`src/rtl/bit_serial_adder_pkg.sv`:
```
// Shared constants for the bit-serial adder: FSM state encoding and the
// minimum legal operand width.
package bit_serial_adder_pkg;

    localparam logic [1:0] ST_IDLE = 2'd0;
    localparam logic [1:0] ST_RUN  = 2'd1;
    localparam logic [1:0] ST_DONE = 2'd2;

    localparam int MIN_WIDTH = 2;

endpackage

```
`src/rtl/one_bit_adder.sv`:
```
// Single-bit full adder that also exposes its internal propagate/generate taps.
module one_bit_adder (
    input  logic A,
    input  logic B,
    input  logic Cin,
    output logic Sum,
    output logic Cout,
    output logic AxorB_out,
    output logic AandB_out,
    output logic PandCin_out
);

    assign AxorB_out   = A ^ B;
    assign AandB_out   = A & B;
    assign PandCin_out = AxorB_out & Cin;
    assign Sum         = AxorB_out ^ Cin;
    assign Cout        = AandB_out | PandCin_out;

endmodule

```
`src/rtl/bit_serial_adder.sv`:
```
// Adds two WIDTH-bit operands LSB first, one bit per clock, through a single
// full adder; results leave on a valid/ready handshake.
module bit_serial_adder
    import bit_serial_adder_pkg::*;
#(
    parameter int WIDTH = 8
) (
    input  logic             clk,
    input  logic             rst_n,
    input  logic             in_valid,
    output logic             in_ready,
    input  logic [WIDTH-1:0] A,
    input  logic [WIDTH-1:0] B,
    input  logic             Cin,
    output logic             out_valid,
    input  logic             out_ready,
    output logic [WIDTH-1:0] Sum,
    output logic             Cout,
    output logic             Ovf,
    output logic [WIDTH-1:0] P_mask,
    output logic [WIDTH-1:0] G_mask
);

    localparam int CNT_W = $clog2(WIDTH);
    localparam logic [CNT_W-1:0] CNT_LAST = CNT_W'(WIDTH - 1);
    localparam logic [CNT_W-1:0] CNT_MSB_CIN = CNT_W'(WIDTH - 2);

    generate
        if (WIDTH < MIN_WIDTH) begin : g_width_check
            $error("bit_serial_adder: WIDTH must be at least 2");
        end
    endgenerate

    logic [1:0]       state_q, state_d;
    logic [WIDTH-1:0] a_sh_q, a_sh_d;
    logic [WIDTH-1:0] b_sh_q, b_sh_d;
    logic             carry_q, carry_d;
    logic             msb_cin_q, msb_cin_d;
    logic [CNT_W-1:0] cnt_q, cnt_d;
    logic [WIDTH-1:0] sum_q, sum_d;
    logic [WIDTH-1:0] p_q, p_d;
    logic [WIDTH-1:0] g_q, g_d;
    logic             cout_q, cout_d;
    logic             ovf_q, ovf_d;

    logic add_sum, add_cout, add_p, add_g;
    logic pandcin_unused;

    one_bit_adder u_adder (
        .A           (a_sh_q[0]),
        .B           (b_sh_q[0]),
        .Cin         (carry_q),
        .Sum         (add_sum),
        .Cout        (add_cout),
        .AxorB_out   (add_p),
        .AandB_out   (add_g),
        .PandCin_out (pandcin_unused)
    );

    always_comb begin
        state_d   = state_q;
        a_sh_d    = a_sh_q;
        b_sh_d    = b_sh_q;
        carry_d   = carry_q;
        msb_cin_d = msb_cin_q;
        cnt_d     = cnt_q;
        sum_d     = sum_q;
        p_d       = p_q;
        g_d       = g_q;
        cout_d    = cout_q;
        ovf_d     = ovf_q;
        case (state_q)
            ST_IDLE: begin
                if (in_valid) begin
                    a_sh_d  = A;
                    b_sh_d  = B;
                    carry_d = Cin;
                    cnt_d   = '0;
                    sum_d   = '0;
                    p_d     = '0;
                    g_d     = '0;
                    cout_d  = 1'b0;
                    ovf_d   = 1'b0;
                    state_d = ST_RUN;
                end
            end
            ST_RUN: begin
                a_sh_d  = {1'b0, a_sh_q[WIDTH-1:1]};
                b_sh_d  = {1'b0, b_sh_q[WIDTH-1:1]};
                sum_d   = {add_sum, sum_q[WIDTH-1:1]};
                p_d     = {add_p, p_q[WIDTH-1:1]};
                g_d     = {add_g, g_q[WIDTH-1:1]};
                carry_d = add_cout;
                // Carry out of bit WIDTH-2 is the carry into the MSB.
                if (cnt_q == CNT_MSB_CIN) begin
                    msb_cin_d = add_cout;
                end
                if (cnt_q == CNT_LAST) begin
                    cout_d  = add_cout;
                    ovf_d   = msb_cin_q ^ add_cout;
                    state_d = ST_DONE;
                end else begin
                    cnt_d = cnt_q + 1'b1;
                end
            end
            ST_DONE: begin
                if (out_ready) begin
                    state_d = ST_IDLE;
                end
            end
            default: state_d = ST_IDLE;
        endcase
    end

    always_ff @(posedge clk or negedge rst_n) begin
        if (!rst_n) begin
            state_q   <= ST_IDLE;
            a_sh_q    <= '0;
            b_sh_q    <= '0;
            carry_q   <= 1'b0;
            msb_cin_q <= 1'b0;
            cnt_q     <= '0;
            sum_q     <= '0;
            p_q       <= '0;
            g_q       <= '0;
            cout_q    <= 1'b0;
            ovf_q     <= 1'b0;
        end else begin
            state_q   <= state_d;
            a_sh_q    <= a_sh_d;
            b_sh_q    <= b_sh_d;
            carry_q   <= carry_d;
            msb_cin_q <= msb_cin_d;
            cnt_q     <= cnt_d;
            sum_q     <= sum_d;
            p_q       <= p_d;
            g_q       <= g_d;
            cout_q    <= cout_d;
            ovf_q     <= ovf_d;
        end
    end

    assign in_ready  = (state_q == ST_IDLE);
    assign out_valid = (state_q == ST_DONE);
    assign Sum       = sum_q;
    assign Cout      = cout_q;
    assign Ovf       = ovf_q;
    assign P_mask    = p_q;
    assign G_mask    = g_q;

endmodule

```
`config.mk`:
```
export PLATFORM = sky130hd
export DESIGN_NAME = bit_serial_adder
export DESIGN_NICKNAME = d
export VERILOG_FILES = /design/src/rtl/bit_serial_adder_pkg.sv /design/src/rtl/one_bit_adder.sv /design/src/rtl/bit_serial_adder.sv
export SDC_FILE = /design/constraint.sdc
export NUM_CORES = 1
export LEC_CHECK = 0
export ABC_AREA = 1
export CORE_MARGIN = 3
export CORE_UTILIZATION = 30
export CTS_CLUSTER_DIAMETER = 120
export DETAILED_ROUTE_END_ITERATION = 10
export PLACE_DENSITY = 0.62
export RECOVER_POWER = 25
export REMOVE_ABC_BUFFERS = 1
export SETUP_SLACK_MARGIN = 0.4
export SLEW_MARGIN = 25
export SYNTH_ARGS = -nofsm -noshare
export SYNTH_HDL_FRONTEND = slang
export SYNTH_SLANG_ARGS = --single-unit
```
`constraint.sdc`:
```
create_clock -name clk -period 1.3 [get_ports clk]
set_input_delay 0.195 -clock clk [delete_from_list [all_inputs] [get_ports clk]]
set_output_delay 0.195 -clock clk [all_outputs]
set_load 0.05 [all_outputs]
```
After elaboration in Yosys (flattened, before gate mapping). Index checks and enable logic that the tools add are counted. W data, S select, Z words.

Output and inout port bits: 28. Register bits: 49. Input port bits: 21. Logic and storage cells: 55.

Add/sub/neg operators: 1. Muxes and demuxes: 22. Eq/ne operators: 8. Bitwise operators: 6. Reductions and logical operators: 7.

Operators with widths (count): $pmux W8 S2 (5); $mux W8 (3); $reduce_and A3 Y1 (3); $eq A3 B3 Y1 const B (2); $mux W2 (3); $mux W3 (2); $ne A2 B2 Y1 const B (3); $pmux W1 S2 (3); $pmux W2 S3 (1); $pmux W3 S2 (1); $mux W1 (4); $reduce_and A2 Y1 (2); $add A3 B1 Y3 const B (1); $xor A1 B1 Y1 (3); $and A1 B1 Y1 (2); $eq A2 B1 Y1 const B (1); $eq A2 B2 Y1 const B (1); $logic_not A2 Y1 (1); $ne A2 B1 Y1 const B (1); $reduce_bool A2 Y1 (1); $or A1 B1 Y1 (1).

Depth between registers and ports, before layout. Gate-level depths: netlist of run 1.

Depth in word-level cells: 6. Gate-level depth with buffers: 7. Gate-level depth less buffers: 7.

Modules after synthesis. Synthesis of run 1 repeated with hierarchy kept, for this count alone.

Cell total of the unflattened synthesis: 280. Area total of the unflattened synthesis: 2289.7 µm².

By module, submodules not included: bit_serial_adder (cells each 277, instances 1, area an instance 2244.7 µm²); one_bit_adder (cells each 3, instances 1, area an instance 45.0 µm²).

Worst setup path before layout of run 1. Ideal clock, no wire load.

Path type: register to register. Start: register state_q[0]. End: register cnt_q[2]. Library setup time: 119 ps. Path buffers: 0. Cell stages (with the launch flop): 5. Period minus slack after synthesis: 1789 ps. Arrival time: 1670 ps. Path slack: -489 ps. Data required time: 1181 ps. Cells stage by stage: dfrtp_1 nor2_1 nand2_1 nand3_1 nand2_1.

Cells in the longest elaborated chain, start to end: 3. Elaborated cells on any way between the ends: 7. Classes of those cells: eq/ne: 3; mux: 1; reduce/logical: 3.

Ends and longest elaborated chain: start: declaration (RTL line bit_serial_adder.sv:34) `logic [1:0] state_q, state_d;`; start signal: assignment (RTL line bit_serial_adder.sv:129) `state_q <= state_d;`; $logic_not A2 Y1 *; net in_ready (RTL line bit_serial_adder.sv:11) `output logic in_ready,`; $ne A2 B2 Y1 (no source line) or $reduce_bool A2 Y1 (tied branches); $reduce_and A3 Y1 (no source line); end signal: assignment (RTL line bit_serial_adder.sv:134) `cnt_q <= cnt_d;`; end: declaration (RTL line bit_serial_adder.sv:39) `logic [CNT_W-1:0] cnt_q, cnt_d;`.

The timed path passes the listed nets; every way through them passes the cells marked *. A chain may end at the register's enable or synchronous reset.

Worst setup path in the final report of run 1.
Start: register state_q[1]. End: output port out_valid.

Cells in the longest elaborated chain, start to end: 1.

Ends and longest elaborated chain: $eq A2 B2 Y1 (RTL line bit_serial_adder.sv:144) `assign out_valid = (state_q == ST_DONE);`; end: declaration (RTL line bit_serial_adder.sv:15) `output logic out_valid,`.

No other way between the ends.

==> flow_metrics.env, run 1 <==
export IMPL_cts_root_buffer="sky130_fd_sc_hd__clkbuf_8"
export IMPL_timing_critical_path_required_ns=1.11
export IMPL_detailed_place_area_um2=3159
export IMPL_post_synth_xor_area_fraction_pct=0
export IMPL_routed_wl_um=6746
export IMPL_final_cells=478
export IMPL_dr_first_iter_drc_count=69
export IMPL_drcViolationCount=0
export IMPL_total_overflow_reported_by_the_global_router=0
export IMPL_mostFrequentLayoutCells="sky130_fd_sc_hd__nand2_1, sky130_fd_sc_hd__dfrtp_1, sky130_fd_sc_hd__nand2_2"
export IMPL_synth_cell_types=17
export IMPL_tightest_slew_ns=0.4419
export IMPL_pwr_share_comb_pct=65.7
export IMPL_route_layer_met1_wl_um=2693
export IMPL_initial_core_util_pct=31.57
export IMPL_clk_latency_ns=0.31
export IMPL_finalSetupViolations=42
export IMPL_final_critical_path_setup_slack_ns=-0.06255
export IMPL_wl_per_cell_um=14.11
export IMPL_max_freq_mhz=733.9
export IMPL_num_vias=2143
export IMPL_insertedDiodeCount=0
export IMPL_dieWidth_um=91.48
export IMPL_synth_yosys_warnings=0
export IMPL_numClockSinks=49
export IMPL_failing_checks="negative setup slack"
export IMPL_floorplan_io_pins=49
export IMPL_cts_max_level=2
export IMPL_power_leakage_nw=2.284
export IMPL_yosys_register_bits=49
export IMPL_cts_buf_count=5
export IMPL_irDropWorstVdd_uv=848.6
export IMPL_netlist_instances=278
export IMPL_netlist_area_leader_share_pct=55.94
export IMPL_crit_reg2reg_launch="state_q[0]$_DFFE_PN0P_"
export IMPL_firstDrtPassIters=4
export IMPL_sequentialPowerShare_pct=24.3
export IMPL_worst_setup_path_end_kind="output port"
export IMPL_die_area_um2=8369
export IMPL_most_common_cell_after_layout_fill_and_taps_aside="sky130_fd_sc_hd__nand2_1"
export IMPL_worst_setup_sp="state_q[1]$_DFFE_PN0P_"
export IMPL_dp_hpwl_um=3487
export IMPL_largest_family_of_logic_cells_by_synthesized_area="simple AND/OR/NAND/NOR gates"
export IMPL_finalCritPeriodShare_pct=104.8
export IMPL_layout_cell_share_with_drive_strength_beyond_1_pct=49.48
export IMPL_yosys_top_cells_area="sky130_fd_sc_hd__dfrtp_1, sky130_fd_sc_hd__nand2_1, sky130_fd_sc_hd__ha_1, sky130_fd_sc_hd__inv_1, sky130_fd_sc_hd__nand3_1"
export IMPL_finalCriticalPeriod_ns=1.363
export IMPL_pin_count_of_the_biggest_net_entering_global_routing=20
export IMPL_synth_area_um2=2192
export IMPL_wl_met2_um=3692
export IMPL_maxCapViolations=0
export IMPL_number_of_global_route_vias_before_repair=2037
export IMPL_crit_path_max_fanout=3
export IMPL_timing_final_max_slew_violations=0
export IMPL_simple_gate_fraction_of_synth_area_pct=33.22
export IMPL_holdCritPathClass="input port to asynchronous set/reset pin"
export IMPL_final_net_count=407
export IMPL_rsz0062_at_grt="yes"
export IMPL_slew_headroom_pct=70.54
export IMPL_power_report_internal_total_mw=6.544
export IMPL_power_density_cell_area_nw_per_um2=2698
export IMPL_final_hold_viol_count=0
export IMPL_synth_area_leader_cell="sky130_fd_sc_hd__dfrtp_1"
export IMPL_gp_congestion=0.7251
export IMPL_data_arrival_time_at_the_worst_slack_endpoint_ns=1.17
export IMPL_seq_area_um2=1230
export IMPL_muxShareOfSynthArea_pct=0
export IMPL_die_h_um=91.48
export IMPL_hold_worst_slack_ns=0.3555
export IMPL_inst_count_dp=423
export IMPL_clkTransAtPathRegs_ns=0.09
export IMPL_grt_pass1_wl_um=9522
export IMPL_synthAdderAreaFrac_pct=3.196
export IMPL_number_of_antenna_violations_at_the_first_check_in_global_routing=0
export IMPL_critPathKind="register to output port"
export IMPL_synthesis_area_per_instance_um2=7.885
export IMPL_route_top_layer_used="met4"
export IMPL_dr_wl_met3_um=245
export IMPL_cell_rows=30
export IMPL_globalRouteTotalUtil_pct=14.15
export IMPL_clock_tree_from_tritoncts="yes"
export IMPL_net_sw_power_mw=4.903
export IMPL_cell_area_after_layout_um2=4243
export IMPL_synth_yosys_seq_area_share_pct=55.94
export IMPL_clock_power_share_pct=10.0
export IMPL_multiInputGateArea_um2=1235
export IMPL_design_power_total_mw=11.45
export IMPL_layout_area_overhead_vs_synth_pct=93.55
export IMPL_postLayoutCoreUtil_pct=61.10
export IMPL_synth_compound_area_share_pct=2.112
export IMPL_cp_start_kind="register"
export IMPL_worst_clock_skew_ns=0.01122
export IMPL_result_of_the_run="complete, but fails checks"
export IMPL_placeableCoreArea_um2=6944
export IMPL_port_buffers=48
export IMPL_ctsLongestPathBuffers=2
export IMPL_drt_vias_per_instance=4.483
export IMPL_fillCellCount=564
export IMPL_final_antenna_net_count=0
export IMPL_switching_share_pct=42.84
cells by family (layout without fill, tap and decap cells):
family                     Yosys count  after routing
DFF                                 49             49
AOI/OAI and AO/OA                    8              8
buffers and inverters               25            129
adders and majority gates            5              5
and+or+nand+nor                    191            191
synthesized netlist by cell type:
| library cell | instances |
|---|---|
| sky130_fd_sc_hd__buf_2 | 4 |
| sky130_fd_sc_hd__o21ai_2 | 1 |
| sky130_fd_sc_hd__o21ai_0 | 5 |
| sky130_fd_sc_hd__nand3_1 | 7 |
| sky130_fd_sc_hd__inv_1 | 13 |
| sky130_fd_sc_hd__clkbuf_1 | 2 |
| sky130_fd_sc_hd__ha_1 | 4 |
| sky130_fd_sc_hd__inv_2 | 1 |
| sky130_fd_sc_hd__buf_4 | 4 |
| sky130_fd_sc_hd__dfrtp_1 | 49 |
| sky130_fd_sc_hd__nand2_1 | 179 |
| sky130_fd_sc_hd__buf_6 | 1 |
| sky130_fd_sc_hd__nor2_1 | 4 |
| sky130_fd_sc_hd__nor2_2 | 1 |
| sky130_fd_sc_hd__fa_1 | 1 |
| sky130_fd_sc_hd__o31ai_1 | 1 |
| sky130_fd_sc_hd__o21ai_1 | 1 |
repair_timing:
item	4_1_cts	5_1_grt
cloned	4	6
hold buffers	1	0
buffers inserted	26	10
setup endpoints to repair	77	97
hold endpoints to repair	14	0
pin swaps	5	40
gates resized for setup	23	125
worst paths after layout:
| kind | end | slack (ns) | cells past startpoint |
|---|---|---|---|
| min in group clk | a_sh_q[7]$_DFFE_PN0P_ | 0.42 | 3 |
| worst min-delay path | Sum[0]$_DFFE_PN0P_ | 0.36 | 2 |
| worst min register to register | a_sh_q[7]$_DFFE_PN0P_ | 0.49 | 2 |
| max in group asynchronous | state_q[0]$_DFFE_PN0P_ | 0.15 | 3 |
| worst max register to register | P_mask[1]$_DFFE_PN0P_ | -0.05 | 6 |
| worst max-delay path | out_valid | -0.06 | 4 |
sequential cells by signal (all words and copies together) (netlist names):
name	cells
Cout	1
G_mask	8
Ovf	1
P_mask	8
Sum	8
a_sh_q	8
b_sh_q	8
carry_q	1
cnt_q	3
msb_cin_q	1
state_q	2
worst max-delay path: stages (launching register included):
cell and delay, ns:
sky130_fd_sc_hd__dfrtp_1 0.43, sky130_fd_sc_hd__inv_2 0.06, sky130_fd_sc_hd__buf_6 0.12, sky130_fd_sc_hd__nor2_4 0.10, sky130_fd_sc_hd__buf_12 0.14
metrics by stage:
step | setup TNS [ns] | setup slack, ns
final | -1.164 | -0.06255
after detailed placement | -0.1716 | -0.02461
after global routing | -3.568 | -0.1118
after floorplan | -19.95 | -0.6849
after global placement | -0.002739 | -0.002739
after CTS | -0.7140 | -0.04030
metal layers:
layer  global-route usage [%]  vias up
met1                    17.13     1042
met5                        0        -
met2                    24.59       46
met4                    5.151        0
li1                         -     1043
met3                    2.983       12
final cells by class:
class,count,area share (%)
Clock buffer,7,2.035
Inverter,14,1.357
Multi-Input combinational cell,204,29.11
Tap cell,96,2.831
Timing Repair Buffer,107,34.97
Clock inverter,1,0.7078
Sequential cell,49,28.99
power groups by stage:
stage	registers (mW)	logic [mW]	clock network (mW)
detailed placement	2.82	4.88	0
CTS	2.72	5.99	1.16
floorplan	3.66	1.50	0
finish	2.78	7.52	1.15
global placement	2.79	4.77	0
global route	2.86	8.01	1.23
No activity file was read; power rests on OpenSTA's default activity.
==> inputs of run 2 (changes only) <==
--- a/config.mk
+++ b/config.mk
@@ -6,11 +6,10 @@
 export NUM_CORES = 1
 export LEC_CHECK = 0
 export ABC_AREA = 1
-export CORE_MARGIN = 3
 export CORE_UTILIZATION = 30
 export CTS_CLUSTER_DIAMETER = 120
 export DETAILED_ROUTE_END_ITERATION = 10
-export PLACE_DENSITY = 0.62
+export PLACE_DENSITY = 0.64
 export RECOVER_POWER = 25
 export REMOVE_ABC_BUFFERS = 1
 export SETUP_SLACK_MARGIN = 0.4
==> constraint.sdc (replaced) <==
create_clock -name clk -period 1.2 [get_ports clk]
set_input_delay 0.18 -clock clk [delete_from_list [all_inputs] [get_ports clk]]
set_output_delay 0.18 -clock clk [all_outputs]
set_load 0.05 [all_outputs]
==> run 2 against run 1 <==
Compared with the run above:
- global-route usage grew 3.1 points
- count of clock-buffer cells in the layout fell by 1
- highest routed layer unchanged
- the flow finishes with violations (negative hold slack, negative setup slack)
- sequential cell count is the same
==> flow_metrics.env, run 2 (synthesis results as in run 1) <==
export IMPL_result_of_the_run="complete, but fails checks"
export IMPL_failing_checks="negative hold slack, negative setup slack"
export IMPL_worst_r2r_setup_slack_ns=-0.19
export IMPL_number_of_global_route_vias_before_repair=2169
export IMPL_postLayoutCoreUtil_pct=61.95
export IMPL_tightest_slew_ns=0.8557
export IMPL_globalRouteTotalUtil_pct=17.29
export IMPL_die_h_um=87.48
export IMPL_floorplan_io_pins=49
export IMPL_use_met2_pct=31.61
export IMPL_cpPeakStageDelay_ns=0.48
export IMPL_cts_max_level=2
export IMPL_cp_start_kind="register"
export IMPL_post_place_ws_ns=-0.1158
export IMPL_power_leakage_nw=2.325
export IMPL_cts_buf_count=5
export IMPL_crit_chain="buf_6 -> o21ai_4 -> buf_6 -> inv_8 -> buf_12 -> nand2_2 -> nand2_2"
export IMPL_globalRoute_busiestLayer="met2"
export IMPL_pin_count_of_the_biggest_net_entering_global_routing=35
export IMPL_seq_area_um2=1230
export IMPL_design_power_total_mw=12.41
export IMPL_maxCapViolations=0
export IMPL_gp_congestion=0.7071
export IMPL_crit_path_top_delay_cell="sky130_fd_sc_hd__dfrtp_2"
export IMPL_routed_wl_um=6821
export IMPL_cts_root_buffer="sky130_fd_sc_hd__clkbuf_8"
export IMPL_initial_core_util_pct=31.57
export IMPL_final_antenna_net_count=0
export IMPL_final_cells=484
export IMPL_mostFrequentLayoutCells="sky130_fd_sc_hd__nand2_1, sky130_fd_sc_hd__dfrtp_1, sky130_fd_sc_hd__nand2_2"
export IMPL_timing_final_max_slew_violations=0
export IMPL_layout_cell_share_with_drive_strength_beyond_1_pct=49.48
export IMPL_max_freq_mhz=717.8
export IMPL_clkTransAtPathRegs_ns=0.10
export IMPL_critPathKind="register to register"
export IMPL_data_arrival_time_at_the_worst_slack_endpoint_ns=1.61
export IMPL_timing_critical_path_required_ns=1.41
export IMPL_slew_headroom_pct=42.95
export IMPL_grt_pass1_wl_um=10160
export IMPL_finalCritPeriodShare_pct=116.1
export IMPL_total_overflow_reported_by_the_global_router=0
export IMPL_layout_area_overhead_vs_synth_pct=96.23
export IMPL_die_area_um2=7653
export IMPL_worst_setup_path_end_kind="register"
export IMPL_power_density_cell_area_nw_per_um2=2886
export IMPL_finalCriticalPeriod_ns=1.393
export IMPL_placeableCoreArea_um2=6944
export IMPL_numClockSinks=49
export IMPL_grt_use_met3_pct=3.507
export IMPL_dr_first_iter_drc_count=78
export IMPL_irDropWorstVdd_uv=921.1
export IMPL_clk_latency_ns=0.31
export IMPL_fillCellCount=545
export IMPL_inst_count_dp=424
export IMPL_most_common_cell_after_layout_fill_and_taps_aside="sky130_fd_sc_hd__nand2_1"
export IMPL_firstDrtPassIters=4
export IMPL_finalSetupViolations=49
export IMPL_num_vias=2213
export IMPL_gr_usage_met1_pct=20.52
export IMPL_drcViolationCount=0
export IMPL_final_net_count=413
export IMPL_insertedDiodeCount=0
export IMPL_worst_clock_skew_ns=0.01139
export IMPL_holdCritPathClass="input port to asynchronous set/reset pin"
export IMPL_wl_per_cell_um=14.09
export IMPL_crit_path_max_fanout=5
export IMPL_rsz0062_at_grt="yes"
export IMPL_drt_vias_per_instance=4.572
export IMPL_port_buffers=48
export IMPL_dieWidth_um=87.48
export IMPL_cell_rows=30
export IMPL_final_hold_viol_count=15
export IMPL_number_of_antenna_violations_at_the_first_check_in_global_routing=0
export IMPL_hold_worst_slack_ns=-0.05517
export IMPL_dp_hpwl_um=3297
export IMPL_final_critical_path_setup_slack_ns=-0.1931
export IMPL_multiInputGateArea_um2=1236
export IMPL_clock_tree_from_tritoncts="yes"
export IMPL_ctsLongestPathBuffers=2
run 2: changes by cell type in the layout (fill, tap and decap cells not counted), moves of 2 or more:
cell,previous run,this run
sky130_fd_sc_hd__o21ai_2,4,6
sky130_fd_sc_hd__bufbuf_16,2,0
sky130_fd_sc_hd__nand2_1,108,117
sky130_fd_sc_hd__nand2_2,45,37
sky130_fd_sc_hd__buf_16,2,6
sky130_fd_sc_hd__buf_6,10,15
sky130_fd_sc_hd__clkbuf_2,2,0
sky130_fd_sc_hd__o21ai_1,2,0
sky130_fd_sc_hd__nand2_4,26,24
run 2: per-stage QoR:
step                cell area [um2]  TNS [ns]
global route                   4302    -9.993
floorplan                      2123    -24.92
CTS                            3825    -3.807
detailed placement             3147    -3.405
global placement               3147    -2.534
finish                         4302    -6.048
run 2: critical path: cells and delay by family (launching register included):
| kind | cells | cell delay, ns |
|---|---|---|
| simple gates | 2 | 0.12 |
| buf+inv | 4 | 0.47 |
| flops | 1 | 0.48 |
| compound gates | 1 | 0.22 |
run 2: final timing paths:
check / end / cells after the start / start
setup / recovery: b_sh_q[1]$_DFFE_PN0P_ / 7 / state_q[0]$_DFFE_PN0P_
min in group clk: a_sh_q[7]$_DFFE_PN0P_ / 3 / A[7]
hold reg to reg: a_sh_q[3]$_DFFE_PN0P_ / 2 / a_sh_q[3]$_DFFE_PN0P_
max in group asynchronous: state_q[1]$_DFFE_PN0P_ / 2 / rst_n
setup reg to reg: b_sh_q[1]$_DFFE_PN0P_ / 7 / state_q[0]$_DFFE_PN0P_
hold / removal: Sum[2]$_DFFE_PN0P_ / 1 / rst_n
run 2: metal layers:
metal / up-vias / routed length, um
met4: 0 / 48
met3: 5 / 240
li1: 1066 / -
met1: 1094 / 2733
met2: 48 / 3797
met5: - / 0
run 2: report_power, final:
group,internal (mW),switching [mW]
Sequential,2.34,0.676
Combinational,4.15,4.20
Clock,0.468,0.580
run 2: cell type report:
| type | instances | share of cell area [%] |
|---|---|---|
| multi-input cells | 204 | 28.74 |
| clock inverters | 2 | 0.3200 |
| well taps | 96 | 2.792 |
| inverters | 14 | 1.513 |
| flip-flops and latches | 49 | 28.59 |
| clock buffers | 6 | 1.920 |
| repair buffers | 113 | 36.13 |
run 2: repair_timing:
item	4_1_cts	5_1_grt
cloned	7	5
endpoints found under the setup margin	77	77
pin swaps	12	33
buffers inserted	29	11
hold endpoints to repair	15	15
gates resized for setup	66	89
==> inputs of run 3 (changes only) <==
--- a/config.mk
+++ b/config.mk
@@ -6,10 +6,10 @@
 export NUM_CORES = 1
 export LEC_CHECK = 0
 export ABC_AREA = 1
-export CORE_UTILIZATION = 30
+export CORE_UTILIZATION = 45
 export CTS_CLUSTER_DIAMETER = 120
 export DETAILED_ROUTE_END_ITERATION = 10
-export PLACE_DENSITY = 0.64
+export PLACE_DENSITY = 0.85
 export RECOVER_POWER = 25
 export REMOVE_ABC_BUFFERS = 1
 export SETUP_SLACK_MARGIN = 0.4
==> run 3 against run 2 <==
Compared with the run above:
- the run ends with negative setup slack left
- total power decreased by 0.76%
- combinational power shrank 1%
- register-to-register slack worse by 0.04 ns
- sequential cell count unchanged
- non-clock buffer count increased by 1
- critical endpoint is now b_sh_q[2]$_DFFE_PN0P_
==> flow_metrics.env, run 3 (synthesis results as in run 1) <==
export IMPL_slew_headroom_pct=54.15
export IMPL_timing_final_max_slew_violations=0
export IMPL_insertedDiodeCount=0
export IMPL_crit_reg2reg_launch="state_q[0]$_DFFE_PN0P_"
export IMPL_reg2reg_depth=9
export IMPL_number_of_global_route_vias_before_repair=2158
export IMPL_port_buffers=48
export IMPL_drt_vias_per_instance=5.481
export IMPL_hold_path_startpoint="B[7]"
export IMPL_mostFrequentLayoutCells="sky130_fd_sc_hd__nand2_1, sky130_fd_sc_hd__dfrtp_1, sky130_fd_sc_hd__buf_4"
export IMPL_final_antenna_net_count=0
export IMPL_number_of_antenna_violations_at_the_first_check_in_global_routing=0
export IMPL_hold_depth=3
export IMPL_crit_path_top_delay_cell="sky130_fd_sc_hd__dfrtp_2"
export IMPL_data_arrival_time_at_the_worst_slack_endpoint_ns=1.69
export IMPL_firstDrtPassIters=5
export IMPL_worst_setup_sp="state_q[0]$_DFFE_PN0P_"
export IMPL_drcViolationCount=0
export IMPL_initial_core_util_pct=46.72
export IMPL_detailed_place_area_um2=3102
export IMPL_power_report_internal_total_mw=6.775
export IMPL_placeableCoreArea_um2=4692
export IMPL_cell_area_after_layout_um2=3978
export IMPL_max_freq_mhz=699.4
export IMPL_result_of_the_run="complete, but fails checks"
export IMPL_layout_cell_share_with_drive_strength_beyond_1_pct=41.65
export IMPL_dp_hpwl_um=3139
export IMPL_worst_clock_skew_ns=0.007916
export IMPL_cpMostUsedCell="sky130_fd_sc_hd__nand2_1"
export IMPL_finalCriticalPeriod_ns=1.430
export IMPL_worst_r2r_setup_slack_ns=-0.23
export IMPL_pin_count_of_the_biggest_net_entering_global_routing=50
export IMPL_crit_path_max_fanout=7
export IMPL_reg2reg_end="b_sh_q[2]$_DFFE_PN0P_"
export IMPL_power_leakage_nw=2.096
export IMPL_final_critical_path_setup_slack_ns=-0.2298
export IMPL_rsz0062_at_grt="yes"
export IMPL_clock_tree_from_tritoncts="yes"
export IMPL_inst_count_dp=383
export IMPL_cts_max_level=2
export IMPL_design_power_total_mw=12.32
export IMPL_wl_per_cell_um=18.54
export IMPL_critPathKind="register to register"
export IMPL_sequentialPowerShare_pct=25.2
export IMPL_worst_setup_path_end_kind="register"
export IMPL_min_to="b_sh_q[7]$_DFFE_PN0P_"
export IMPL_postLayoutCoreUtil_pct=84.77
export IMPL_final_cells=443
export IMPL_cpPeakStageDelay_ns=0.47
export IMPL_die_h_um=71.80
export IMPL_clkTransAtPathRegs_ns=0.09
export IMPL_final_hold_viol_count=0
export IMPL_maxCapViolations=0
export IMPL_hold_worst_slack_ns=0.3971
export IMPL_dieWidth_um=71.80
export IMPL_die_area_um2=5155
export IMPL_floorplan_io_pins=49
export IMPL_fin_tns_setup_ns=-7.436
export IMPL_tightest_slew_ns=0.6877
export IMPL_irDropWorstVdd_uv=1918
export IMPL_power_density_cell_area_nw_per_um2=3097
export IMPL_most_common_cell_after_layout_fill_and_taps_aside="sky130_fd_sc_hd__nand2_1"
export IMPL_cts_root_buffer="sky130_fd_sc_hd__clkbuf_8"
export IMPL_switching_share_pct=45.01
export IMPL_cell_rows=25
export IMPL_holdCritPathClass="input port to register"
export IMPL_dr_first_iter_drc_count=210
export IMPL_layout_area_overhead_vs_synth_pct=81.45
export IMPL_ctsLongestPathBuffers=2
export IMPL_final_net_count=414
export IMPL_globalRouteTotalUtil_pct=24.83
export IMPL_cts_buf_count=5
export IMPL_grt_pass1_wl_um=9756
export IMPL_total_overflow_reported_by_the_global_router=0
export IMPL_clk_latency_ns=0.32
export IMPL_num_vias=2428
export IMPL_pwr_share_comb_pct=66.9
export IMPL_post_place_ws_ns=-0.1374
export IMPL_gp_congestion=0.7618
export IMPL_failing_checks="negative setup slack"
export IMPL_clock_power_share_pct=7.9
export IMPL_timing_critical_path_required_ns=1.46
export IMPL_cp_start_kind="register"
export IMPL_numClockSinks=49
export IMPL_finalSetupViolations=50
export IMPL_net_sw_power_mw=5.545
export IMPL_routed_wl_um=8215
export IMPL_crit_chain="buf_6 -> inv_4 -> nor2_4 -> buf_12 -> buf_12 -> nand2_1 -> nand2_1 -> nand2_1 -> nand2_1"
export IMPL_finalCritPeriodShare_pct=119.2
==> run 3: routing by layer <==
layer  up-vias  global-route usage, %  part of all wire, %
li1       1058                      -                    -
met4         0                  9.804                  4.5
met2       149                  44.23                   55
met3        46                  5.345                  6.3
met1      1175                  29.19                   34
met5         -                      0                    0
==> run 3: cell type report <==
class,count,area (um2)
Timing Repair Buffer,114,1461
Clock buffer,6,72.57
Inverter,14,57.56
Fill cell,218,714.4
Multi-Input combinational cell,204,1077
Tap cell,54,67.56
Sequential cell,49,1231
Clock inverter,2,10.01
==> run 3: worst max path at each step <==
stage	end	slack [ns]
2_1_floorplan	P_mask[7]$_DFFE_PN0P_	-0.78
3_3_place_gp	a_sh_q[5]$_DFFE_PN0P_	-0.09
3_5_place_dp	b_sh_q[0]$_DFFE_PN0P_	-0.14
4_1_cts	in_ready	-0.1
5_1_grt	b_sh_q[2]$_DFFE_PN0P_	-0.27
6_report	b_sh_q[2]$_DFFE_PN0P_	-0.23
==> run 3: power groups by stage <==
stage          registers [mW]  logic [mW]  clock network [mW]
6_report                 3.10        8.24               0.979
5_1_grt                  3.16        8.61                1.05
4_1_cts                  2.95        6.52               0.962
3_5_place_dp             3.02        5.30                   0
3_3_place_gp             2.99        5.16                   0
2_1_floorplan            3.96        1.62                   0
==> run 3: worst max-delay path, delay by kind of cell, from the launching register on <==
| kind | cells | cell delay [ns] |
|---|---|---|
| buffers and inverters | 4 | 0.44 |
| flip-flops | 1 | 0.47 |
| AND/OR/NAND/NOR | 5 | 0.48 |
==> run 3: timing repair <==
action                                  CTS  global route
gates cloned                              3             4
pin swaps                                 8            16
gates resized for setup                  39            59
endpoints found under the setup margin   77            77
endpoints found under the hold margin    49             0
hold buffers                              1             0
buffers inserted                         27            17
